**src/rtl/auv_pkg.sv**
```systemverilog
// Shared definitions for the AUV pinger-tracking front end.
//   tdoa_state_t : capture FSM states
//   NUM_HYD      : hydrophone count (bit 0 = reference, 1..3 = x/y/z axes)
//   AX_X/Y/Z     : axis indices into the position vector
//   POS_W        : width of one signed position component
package auv_pkg;

  localparam int NUM_HYD = 4;
  localparam int AX_X    = 0;
  localparam int AX_Y    = 1;
  localparam int AX_Z    = 2;
  localparam int POS_W   = 8;

  typedef enum logic [1:0] {
    ST_IDLE    = 2'd0,
    ST_CAPTURE = 2'd1,
    ST_COMPUTE = 2'd2,
    ST_HOLDOFF = 2'd3
  } tdoa_state_t;

endpackage

```
**src/rtl/tdoa_sat_shift.sv**
```systemverilog
// One axis of the TDOA arithmetic: signed difference of two timestamps,
// arithmetic right shift (floor), then saturation to a signed POS_W value.
// Ports:
//   stamp_ref : arrival stamp of the reference hydrophone
//   stamp_ax  : arrival stamp of the axis hydrophone
//   pos       : saturated two's-complement result (positive = axis heard first)
module tdoa_sat_shift
  import auv_pkg::*;
#(
  parameter int CNT_W = 16,
  parameter int SHIFT = 0
) (
  input  logic [CNT_W-1:0] stamp_ref,
  input  logic [CNT_W-1:0] stamp_ax,
  output logic [POS_W-1:0] pos
);

  localparam logic signed [CNT_W:0] SAT_HI = (CNT_W+1)'(127);
  localparam logic signed [CNT_W:0] SAT_LO = (CNT_W+1)'(-128);

  logic signed [CNT_W:0] diff_s;
  logic signed [CNT_W:0] shifted_s;

  // Subtract in CNT_W+1 bits so every difference of two stamps is representable
  always_comb begin
    diff_s    = $signed({1'b0, stamp_ref}) - $signed({1'b0, stamp_ax});
    shifted_s = diff_s >>> SHIFT;
    if (shifted_s > SAT_HI) begin
      pos = 8'h7F;
    end else if (shifted_s < SAT_LO) begin
      pos = 8'h80;
    end else begin
      pos = shifted_s[POS_W-1:0];
    end
  end

endmodule

```
**src/rtl/pinger_tdoa_locator.sv**
```systemverilog
// Pinger TDOA locator: timestamps the first rising edge on each of four
// hydrophone detector lines, then produces per-axis signed 8-bit arrival
// leads of the x/y/z hydrophones over the reference hydrophone.
// Ports:
//   clk, rst        : clock, asynchronous active-high reset
//   enable          : arms the block; low forces IDLE and drops any capture
//   hyd_det[3:0]    : synchronous detector levels (0 = ref, 1..3 = x/y/z)
//   pinger_position : [0]=x, [1]=y, [2]=z signed estimates (held between results)
//   pos_valid       : one-cycle pulse when pinger_position updates
//   timeout         : one-cycle pulse when a capture is abandoned
//   busy            : high in every state except IDLE
module pinger_tdoa_locator
  import auv_pkg::*;
#(
  parameter int CNT_W   = 16,
  parameter int WINDOW  = 4096,
  parameter int HOLDOFF = 1024,
  parameter int SHIFT   = 0
) (
  input  logic                      clk,
  input  logic                      rst,
  input  logic                      enable,
  input  logic [NUM_HYD-1:0]        hyd_det,
  output logic [2:0][POS_W-1:0]     pinger_position,
  output logic                      pos_valid,
  output logic                      timeout,
  output logic                      busy
);

  // The counter doubles as the holdoff timer, so HOLDOFF must fit in CNT_W.
  // Timeout fires on the edge at which the counter would reach WINDOW-1.
  localparam logic [CNT_W-1:0] WIN_LAST  = CNT_W'(WINDOW - 2);
  localparam logic [CNT_W-1:0] HOLD_LAST = CNT_W'(HOLDOFF - 1);
  localparam logic [NUM_HYD-1:0] ALL_HYD = {NUM_HYD{1'b1}};

  tdoa_state_t                     state_q, state_d;
  logic [NUM_HYD-1:0]              prev_q, prev_d;
  logic [NUM_HYD-1:0]              rise_q, rise_d;
  logic [NUM_HYD-1:0]              flags_q, flags_d;
  logic [CNT_W-1:0]                counter_q, counter_d;
  logic [NUM_HYD-1:0][CNT_W-1:0]   stamp_q, stamp_d;
  logic [2:0][POS_W-1:0]           pos_q, pos_d;
  logic                            pos_valid_q, pos_valid_d;
  logic                            timeout_q, timeout_d;
  logic                            busy_q, busy_d;
  logic [2:0][POS_W-1:0]           ax_pos_s;
  logic                            capt_all_s;
  logic                            rise_ok_s;

  for (genvar a = AX_X; a <= AX_Z; a++) begin : g_axis
    tdoa_sat_shift #(
      .CNT_W (CNT_W),
      .SHIFT (SHIFT)
    ) u_sat (
      .stamp_ref (stamp_q[0]),
      .stamp_ax  (stamp_q[a+1]),
      .pos       (ax_pos_s[a])
    );
  end

  // Next-state logic for the capture FSM, stamps, edge detector and outputs
  always_comb begin
    state_d     = state_q;
    flags_d     = flags_q;
    counter_d   = counter_q;
    stamp_d     = stamp_q;
    pos_d       = pos_q;
    pos_valid_d = 1'b0;
    timeout_d   = 1'b0;
    prev_d      = hyd_det;
    capt_all_s  = ((flags_q | rise_q) == ALL_HYD);

    if (!enable) begin
      state_d = ST_IDLE;
      flags_d = {NUM_HYD{1'b0}};
    end else begin
      case (state_q)
        ST_IDLE: begin
          if (rise_q != {NUM_HYD{1'b0}}) begin
            counter_d = {CNT_W{1'b0}};
            flags_d   = rise_q;
            for (int i = 0; i < NUM_HYD; i++) begin
              if (rise_q[i]) begin
                stamp_d[i] = {CNT_W{1'b0}};
              end else begin
                stamp_d[i] = stamp_q[i];
              end
            end
            // All four on one edge: nothing left to wait for
            if (rise_q == ALL_HYD) begin
              state_d = ST_COMPUTE;
            end else begin
              state_d = ST_CAPTURE;
            end
          end else begin
            state_d = ST_IDLE;
          end
        end

        ST_CAPTURE: begin
          counter_d = counter_q + CNT_W'(1);
          flags_d   = flags_q | rise_q;
          for (int i = 0; i < NUM_HYD; i++) begin
            if (rise_q[i] && !flags_q[i]) begin
              stamp_d[i] = counter_q + CNT_W'(1);
            end else begin
              stamp_d[i] = stamp_q[i];
            end
          end
          // A completing edge wins over a simultaneous window expiry
          if (capt_all_s) begin
            state_d = ST_COMPUTE;
          end else if (counter_q == WIN_LAST) begin
            state_d   = ST_HOLDOFF;
            counter_d = {CNT_W{1'b0}};
            timeout_d = 1'b1;
          end else begin
            state_d = ST_CAPTURE;
          end
        end

        ST_COMPUTE: begin
          pos_d       = ax_pos_s;
          pos_valid_d = 1'b1;
          counter_d   = {CNT_W{1'b0}};
          state_d     = ST_HOLDOFF;
        end

        ST_HOLDOFF: begin
          if (counter_q == HOLD_LAST) begin
            state_d   = ST_IDLE;
            flags_d   = {NUM_HYD{1'b0}};
            counter_d = {CNT_W{1'b0}};
          end else begin
            counter_d = counter_q + CNT_W'(1);
          end
        end

        default: begin
          state_d = ST_IDLE;
          flags_d = {NUM_HYD{1'b0}};
        end
      endcase
    end

    busy_d = (state_d != ST_IDLE);

    // The edge register feeds the FSM one cycle later, so edges are only
    // kept when the FSM will be in a state that listens to them.
    rise_ok_s = enable && ((state_d == ST_IDLE) || (state_d == ST_CAPTURE));
    if (rise_ok_s) begin
      rise_d = hyd_det & ~prev_q;
    end else begin
      rise_d = {NUM_HYD{1'b0}};
    end
  end

  // State, capture and output registers
  always_ff @(posedge clk or posedge rst) begin
    if (rst) begin
      state_q     <= ST_IDLE;
      prev_q      <= {NUM_HYD{1'b1}};
      rise_q      <= {NUM_HYD{1'b0}};
      flags_q     <= {NUM_HYD{1'b0}};
      counter_q   <= {CNT_W{1'b0}};
      stamp_q     <= '0;
      pos_q       <= '0;
      pos_valid_q <= 1'b0;
      timeout_q   <= 1'b0;
      busy_q      <= 1'b0;
    end else begin
      state_q     <= state_d;
      prev_q      <= prev_d;
      rise_q      <= rise_d;
      flags_q     <= flags_d;
      counter_q   <= counter_d;
      stamp_q     <= stamp_d;
      pos_q       <= pos_d;
      pos_valid_q <= pos_valid_d;
      timeout_q   <= timeout_d;
      busy_q      <= busy_d;
    end
  end

  assign pinger_position = pos_q;
  assign pos_valid       = pos_valid_q;
  assign timeout         = timeout_q;
  assign busy            = busy_q;

endmodule

```
**config.mk**
```make
export PLATFORM = sky130hd
export DESIGN_NAME = pinger_tdoa_locator
export DESIGN_NICKNAME = d
export VERILOG_FILES = /design/src/rtl/auv_pkg.sv /design/src/rtl/tdoa_sat_shift.sv /design/src/rtl/pinger_tdoa_locator.sv
export SDC_FILE = /design/constraint.sdc
export NUM_CORES = 1
export LEC_CHECK = 0
export ABC_AREA = 1
export BUFFER_PORTS_ARGS = -buffer_cell sky130_fd_sc_hd__clkbuf_2
export CORE_UTILIZATION = 65
export DETAILED_ROUTE_END_ITERATION = 10
export PLACE_DENSITY = 0.83
export SKIP_CTS_REPAIR_TIMING = 1
export SYNTH_ARGS = -nofsm -noshare
export SYNTH_HDL_FRONTEND = slang
export SYNTH_SLANG_ARGS = --single-unit
```
**constraint.sdc**
```tcl
create_clock -name clk -period 8.4 [get_ports clk]
set_input_delay 0.84 -clock clk [delete_from_list [all_inputs] [get_ports clk]]
set_output_delay 0.84 -clock clk [all_outputs]
set_load 0.02 [all_outputs]
```
==> impl_metrics.ini, run 1 <==
[sta]
finalMaxSlewViolations = 0
setup_viol = 0
finClkSkew_ps = 9.62
fin_ws_ps = 5790
fin_crit_sh = 0.311
relSlewSlack = 0.422
finalCriticalPeriod_ps = 2610
hold_viol = 0
rsz0062_at_grt = false
setup-tns-final_ps = 0
hold_ws_ps = 474
fmax_mhz = 383
worst-slew-pin-transition_ps = 867

[worst_hold_path]
hold_class = register to register

[placed_design]
dpl_cell_area_um2 = 9070
gp_congestion = 0.910
io_buffers = 33
dp_cells = 1489
post-dp-hpwl_um = 15800
pre_cts_ws_ps = 5820

[cells_and_area]
final_area_um2 = 9650
drive_above_1_share = 0.100
antenna-diode-count = 0
finalCoreUtilization = 0.731
syn2layout_area_growth_pct = 10.0
fin_nets = 1392
fin_cells = 1521

[die]
dieArea_um2 = 14000
die_w_um = 118
io_pins = 34
die_h_um = 118
start_util = 0.665
rows = 42
core_area_um2 = 13200

[route]
dr.pass1.iters = 6
wl_per_cell_um = 14.4
drc = 0
drt_iter0_drc = 792
viasPerCell = 5.35
ant_nets = 0
via_count = 8130
drt_wl_total_um = 21900

[critical_path]
path_max_fanout = 4
critical_path_buf_inv_count = 2
rrSetupSlack_ps = 5790
required_ps = 8760
path_class = register to register
crit_arrival_ps = 2970
cpPeakStageDelay_ps = 500
endpoint_kind = register
crit_path_frequent_cell = nand2_1
critPathSlowestCell = fa_1
cp_top_family = simple AND/OR/NAND/NOR gates
startpoint_type = register
crit_path_cell_trace = inv_1 -> fa_1 -> inv_1 -> nand2_1 -> nand2_1 -> and2_1 -> nand2_1 -> nand3_1 -> nand2_1 -> nand2_1 -> nand2_1 -> nor2_1 -> nand3_1 -> a21oi_1 -> nand2_1 -> nand2_1

[yosys]
synthDistinctLibCells = 46
synth.yosys.warnings = 0
synth_top_cell_by_area = dfrtp_1
syn_area_um2 = 8770
synth_top_area_frac = 0.334
synth.avg_cell_area_um2 = 6.76
ys.flop_type = dfrtp_1
syn_inst = 1297
synth_area_leaders = dfrtp_1 (33%), nand2_1 (20%), inv_1 (10%)
async_reset_ff_frac = 1.00
synth-edff-count = 0
syn_nets = 1357
yosysSeqAreaShare = 0.346
ys_seq_elements = 121

[cts]
clock_latency_ps = 430
clockBufferDepth = 2
cts_tree = built
clk_pin_slew_ps = 60
cts_made_buffers = 17
cts.sink_count = 121
cts-htree-levels = 4
cts-root-buf = clkbuf_16

[global_route]
grt_max_degree = 71
grt_first_pass_wirelength_um = 36000
gr-total-overflow = 0
grt_pass1_vias = 7419
antenna_found_initial = 0
grt.total_usage = 0.331

[power_and_ir_drop]
vdd_drop_max_uv = 137
power.total_mw = 2.89
p_per_area_nw_per_um2 = 300
p_leak_nw = 5.25

[status]
outcome = finished, final reports clean

[job]
cap_violations = 0
## report_power, final
group | leakage [nW] | switching, mW | internal (mW)
combinational | 3.39 | 0.922 | 0.487
clock | 0.273 | 0.269 | 0.443
sequential | 1.59 | 0.0773 | 0.695
## logic make-up (layout without fill, tap and decap cells)
logic type	count (synthesis)	count (layout)	share of synthesized area
buffers and inverters	259	307	0.116
AND/OR/NAND/NOR	707	707	0.347
AO/OA/AOI/OAI	133	133	0.0889
adder cells (fa/ha/maj)	53	53	0.0782
flip-flops	121	121	0.346
XOR/XNOR	24	24	0.0240
## flip-flops by register name (all words and copies together) (netlist names)
name	count
rise_q	4
stamp_q	64
busy	1
state_q	2
prev_q	4
counter_q	16
pinger_position	24
flags_q	4
pos_valid	1
timeout	1
## final timing paths
check	startpoint	endpoint	cells past startpoint
max in group asynchronous	rst	stamp_q[15]	3
min in group asynchronous	rst	counter_q[14]	2
min reg2reg	pinger_position[22]	pinger_position[22]	2
max	stamp_q[1]	pinger_position[8]	16
max reg2reg	stamp_q[1]	pinger_position[8]	16
min	pinger_position[22]	pinger_position[22]	2
## layout make-up
type,count,area (µm²)
Timing Repair Buffer,36,188
Sequential cell,121,3030
Clock buffer,21,450
Clock inverter,11,124
Inverter,239,900
Tap cell,176,220
Fill cell,1061,3540
Multi-Input combinational cell,917,4730
## worst min-delay path: stages, from the launching register on
cell and delay (ps):
dfrtp_1 340, nand2_1 50, nand2_1 50
## Yosys cell counts, types with 3 or more instances
master,number
nand2_1,472
inv_1,235
dfrtp_1,117
nor2_1,75
nand3_1,61
o21ai_0,56
ha_1,50
a21oi_1,35
nand2_2,23
xor2_1,20
nand4_1,15
o22ai_1,15
o21ai_1,13
and2_1,11
nand3b_1,8
nor3_1,8
or2_2,8
buf_2,7
buf_4,7
clkbuf_1,5
nand3_2,5
a21oi_2,4
dfstp_2,4
inv_2,4
nor2_2,4
nor3b_1,4
o21ai_2,4
xnor2_1,4
fa_1,3
## placed cells by master (no fill, tap or decap), types with 3 or more instances in the layout
master and n:
o22ai_1 15, clkinvlp_4 3, clkbuf_2 33, xor2_1 20, inv_1 234, xnor2_1 4
nor2_1 75, inv_2 4, and2_1 11, nand2_1 472, a21oi_2 4, clkinv_2 3
o21ai_1 13, nand3b_1 8, dfstp_2 4, nand3_1 61, clkbuf_1 3, nand2_2 23
nand3_2 5, dfrtp_1 117, o21ai_2 4, ha_1 50, nor3_1 6, o21ai_0 56
or2_2 8, nor2_2 4, buf_4 3, nor3_2 3, nand4_1 15, clkbuf_16 17
a21oi_1 35, fa_1 3, nor3b_1 4
## metal layers
layer | wire [µm] | track usage
met1 | 9450 | 0.428
met2 | 10200 | 0.544
met3 | 1590 | 0.0738
met4 | 627 | 0.119
met5 | 0 | 0
Note: power is estimated with default switching activity, not from simulation.
==> inputs of run 2 (changes only) <==
--- a/config.mk
+++ b/config.mk
@@ -7,9 +7,9 @@
 export LEC_CHECK = 0
 export ABC_AREA = 1
 export BUFFER_PORTS_ARGS = -buffer_cell sky130_fd_sc_hd__clkbuf_2
-export CORE_UTILIZATION = 65
+export CORE_UTILIZATION = 63
 export DETAILED_ROUTE_END_ITERATION = 10
-export PLACE_DENSITY = 0.83
+export PLACE_DENSITY = 0.81
 export SKIP_CTS_REPAIR_TIMING = 1
 export SYNTH_ARGS = -nofsm -noshare
 export SYNTH_HDL_FRONTEND = slang
==> constraint.sdc (replaced) <==
create_clock -name clk -period 2.5 [get_ports clk]
set_input_delay 0.25 -clock clk [delete_from_list [all_inputs] [get_ports clk]]
set_output_delay 0.25 -clock clk [all_outputs]
set_load 0.02 [all_outputs]
==> impl_metrics.ini, run 2 (synthesis gave the netlist of run 1 again) <==
[status]
outcome = finished, final reports clean

[placed_design]
dp_cells = 1502
dpl_cell_area_um2 = 9180
io_buffers = 33
post-dp-hpwl_um = 16900
gp_congestion = 0.969

[job]
cap_violations = 0

[sta]
finClkSkew_ps = 7.11
fin_crit_sh = 0.945
fmax_mhz = 423
finalMaxSlewViolations = 0
hold_viol = 0
worst-slew-pin-transition_ps = 816
hold_ws_ps = 147
relSlewSlack = 0.455
rsz0062_at_grt = true
finalCriticalPeriod_ps = 2360
setup_viol = 0

[worst_hold_path]
hold_path_depth = 3
hold_class = input port to register

[critical_path]
startpoint_type = register
endpoint_kind = register
cp.depth = 13
critPathSlowestCell = dfrtp_1
path_class = register to register
path_max_fanout = 7
required_ps = 2810
cpPeakStageDelay_ps = 440
critical_path_buf_inv_count = 0
crit_arrival_ps = 2670
crit_path_cell_trace = ha_2 -> a21oi_1 -> nand2_1 -> a21oi_1 -> nand2_1 -> nand2_1 -> nand2_1 -> nor2_1 -> nand2_1 -> o21ai_4 -> nand2_1 -> nand2_1 -> nand2_1
crit_path_frequent_cell = nand2_1
cp_top_family = simple AND/OR/NAND/NOR gates
rr_worst_depth = 13

[route]
via_count = 8331
ant_nets = 0
drt_wl_total_um = 23600
drt_iter0_drc = 805
wl_per_cell_um = 15.3
drc = 0
dr.pass1.iters = 6
viasPerCell = 5.40

[global_route]
grt_pass1_vias = 7753
grt_first_pass_wirelength_um = 37200
grt.total_usage = 0.337
grt_max_degree = 48
gr-total-overflow = 0
antenna_found_initial = 0

[cells_and_area]
fill_cells = 1035
final_area_um2 = 10100
multi_input_area_um2 = 4990
finalCoreUtilization = 0.756
largest_reg_flops = 64
final_common_cell = nand2_1
fin_nets = 1413
most-common-layout-cells = nand2_1 (466), inv_1 (229), dfrtp_1 (105)
layout.area.seq_um2 = 3050
antenna-diode-count = 0
fin_cells = 1542
syn2layout_area_growth_pct = 15.6
drive_above_1_share = 0.164
largest_register = stamp_q

[cts]
cts-root-buf = clkbuf_16
clockBufferDepth = 2
cts_made_buffers = 17
clock_latency_ps = 430
cts-htree-levels = 4
clk_pin_slew_ps = 60
cts.sink_count = 121
cts_tree = built

[die]
die_h_um = 120
rows = 42
io_pins = 34
start_util = 0.654
die_w_um = 120
core_area_um2 = 13400
dieArea_um2 = 14400

[power_and_ir_drop]
p_per_area_nw_per_um2 = 1010
p_leak_nw = 5.34
power.total_mw = 10.2
vdd_drop_max_uv = 621
## run 2: cell types whose count changed in the layout (fill, tap and decap cells not counted), moves of 5 or more
| cell | delta |
|---|---|
| ha_2 | +19 |
| dfrtp_1 | -12 |
| a21oi_1 | -6 |
| buf_4 | +15 |
| dfrtp_2 | +12 |
| nand2_2 | +6 |
| ha_1 | -30 |
| dlygate4sd3_1 | +5 |
| ha_4 | +11 |
| inv_1 | -5 |
| a21oi_2 | +6 |
| nand2_1 | -6 |
## run 2: tightest hold or removal path: cells and delay by family
family,cells,cell delay (ps)
AND/OR/NAND/NOR,1,110
buffers and inverters,2,180
## run 2: metal layers
metal	track usage	up-vias	routed length [µm]
met4	0.166	0	912
met5	0	-	0
met1	0.438	3825	10400
met3	0.0699	69	1610
li1	-	4121	-
met2	0.532	316	10800
## run 2: cell type report
class	count	share of cell area
clock buffers	18	0.0433
clock inverters	14	0.0160
inverters	239	0.0893
multi-input cells	917	0.492
flip-flops and latches	121	0.301
well taps	176	0.0217
repair buffers	57	0.0365
## run 2: final timing paths
kind                                      from             endpoint  slack, ps
max reg2reg                         stamp_q[9]  pinger_position[16]        140
min reg2reg                pinger_position[14]  pinger_position[14]        470
max                                 stamp_q[9]  pinger_position[16]        140
min in group asynchronous                  rst            rise_q[2]        490
max in group asynchronous                  rst           stamp_q[5]       1200
min                                     enable           state_q[1]        150
## run 2: through the flow
stage          setup TNS [ps]  setup WS, ps
2_1_floorplan               0           341
3_3_place_gp                0          93.6
3_5_place_dp                0          8.82
4_1_cts                 -8.86         -8.86
5_1_grt                  -669          -110
6_report                    0           137
## run 2: power breakdown
part	switching (mW)	internal (mW)	total, mW
Clock	0.992	1.51	2.51
Combinational	3.24	1.86	5.10
Sequential	0.276	2.34	2.61
Total	4.51	5.71	10.2
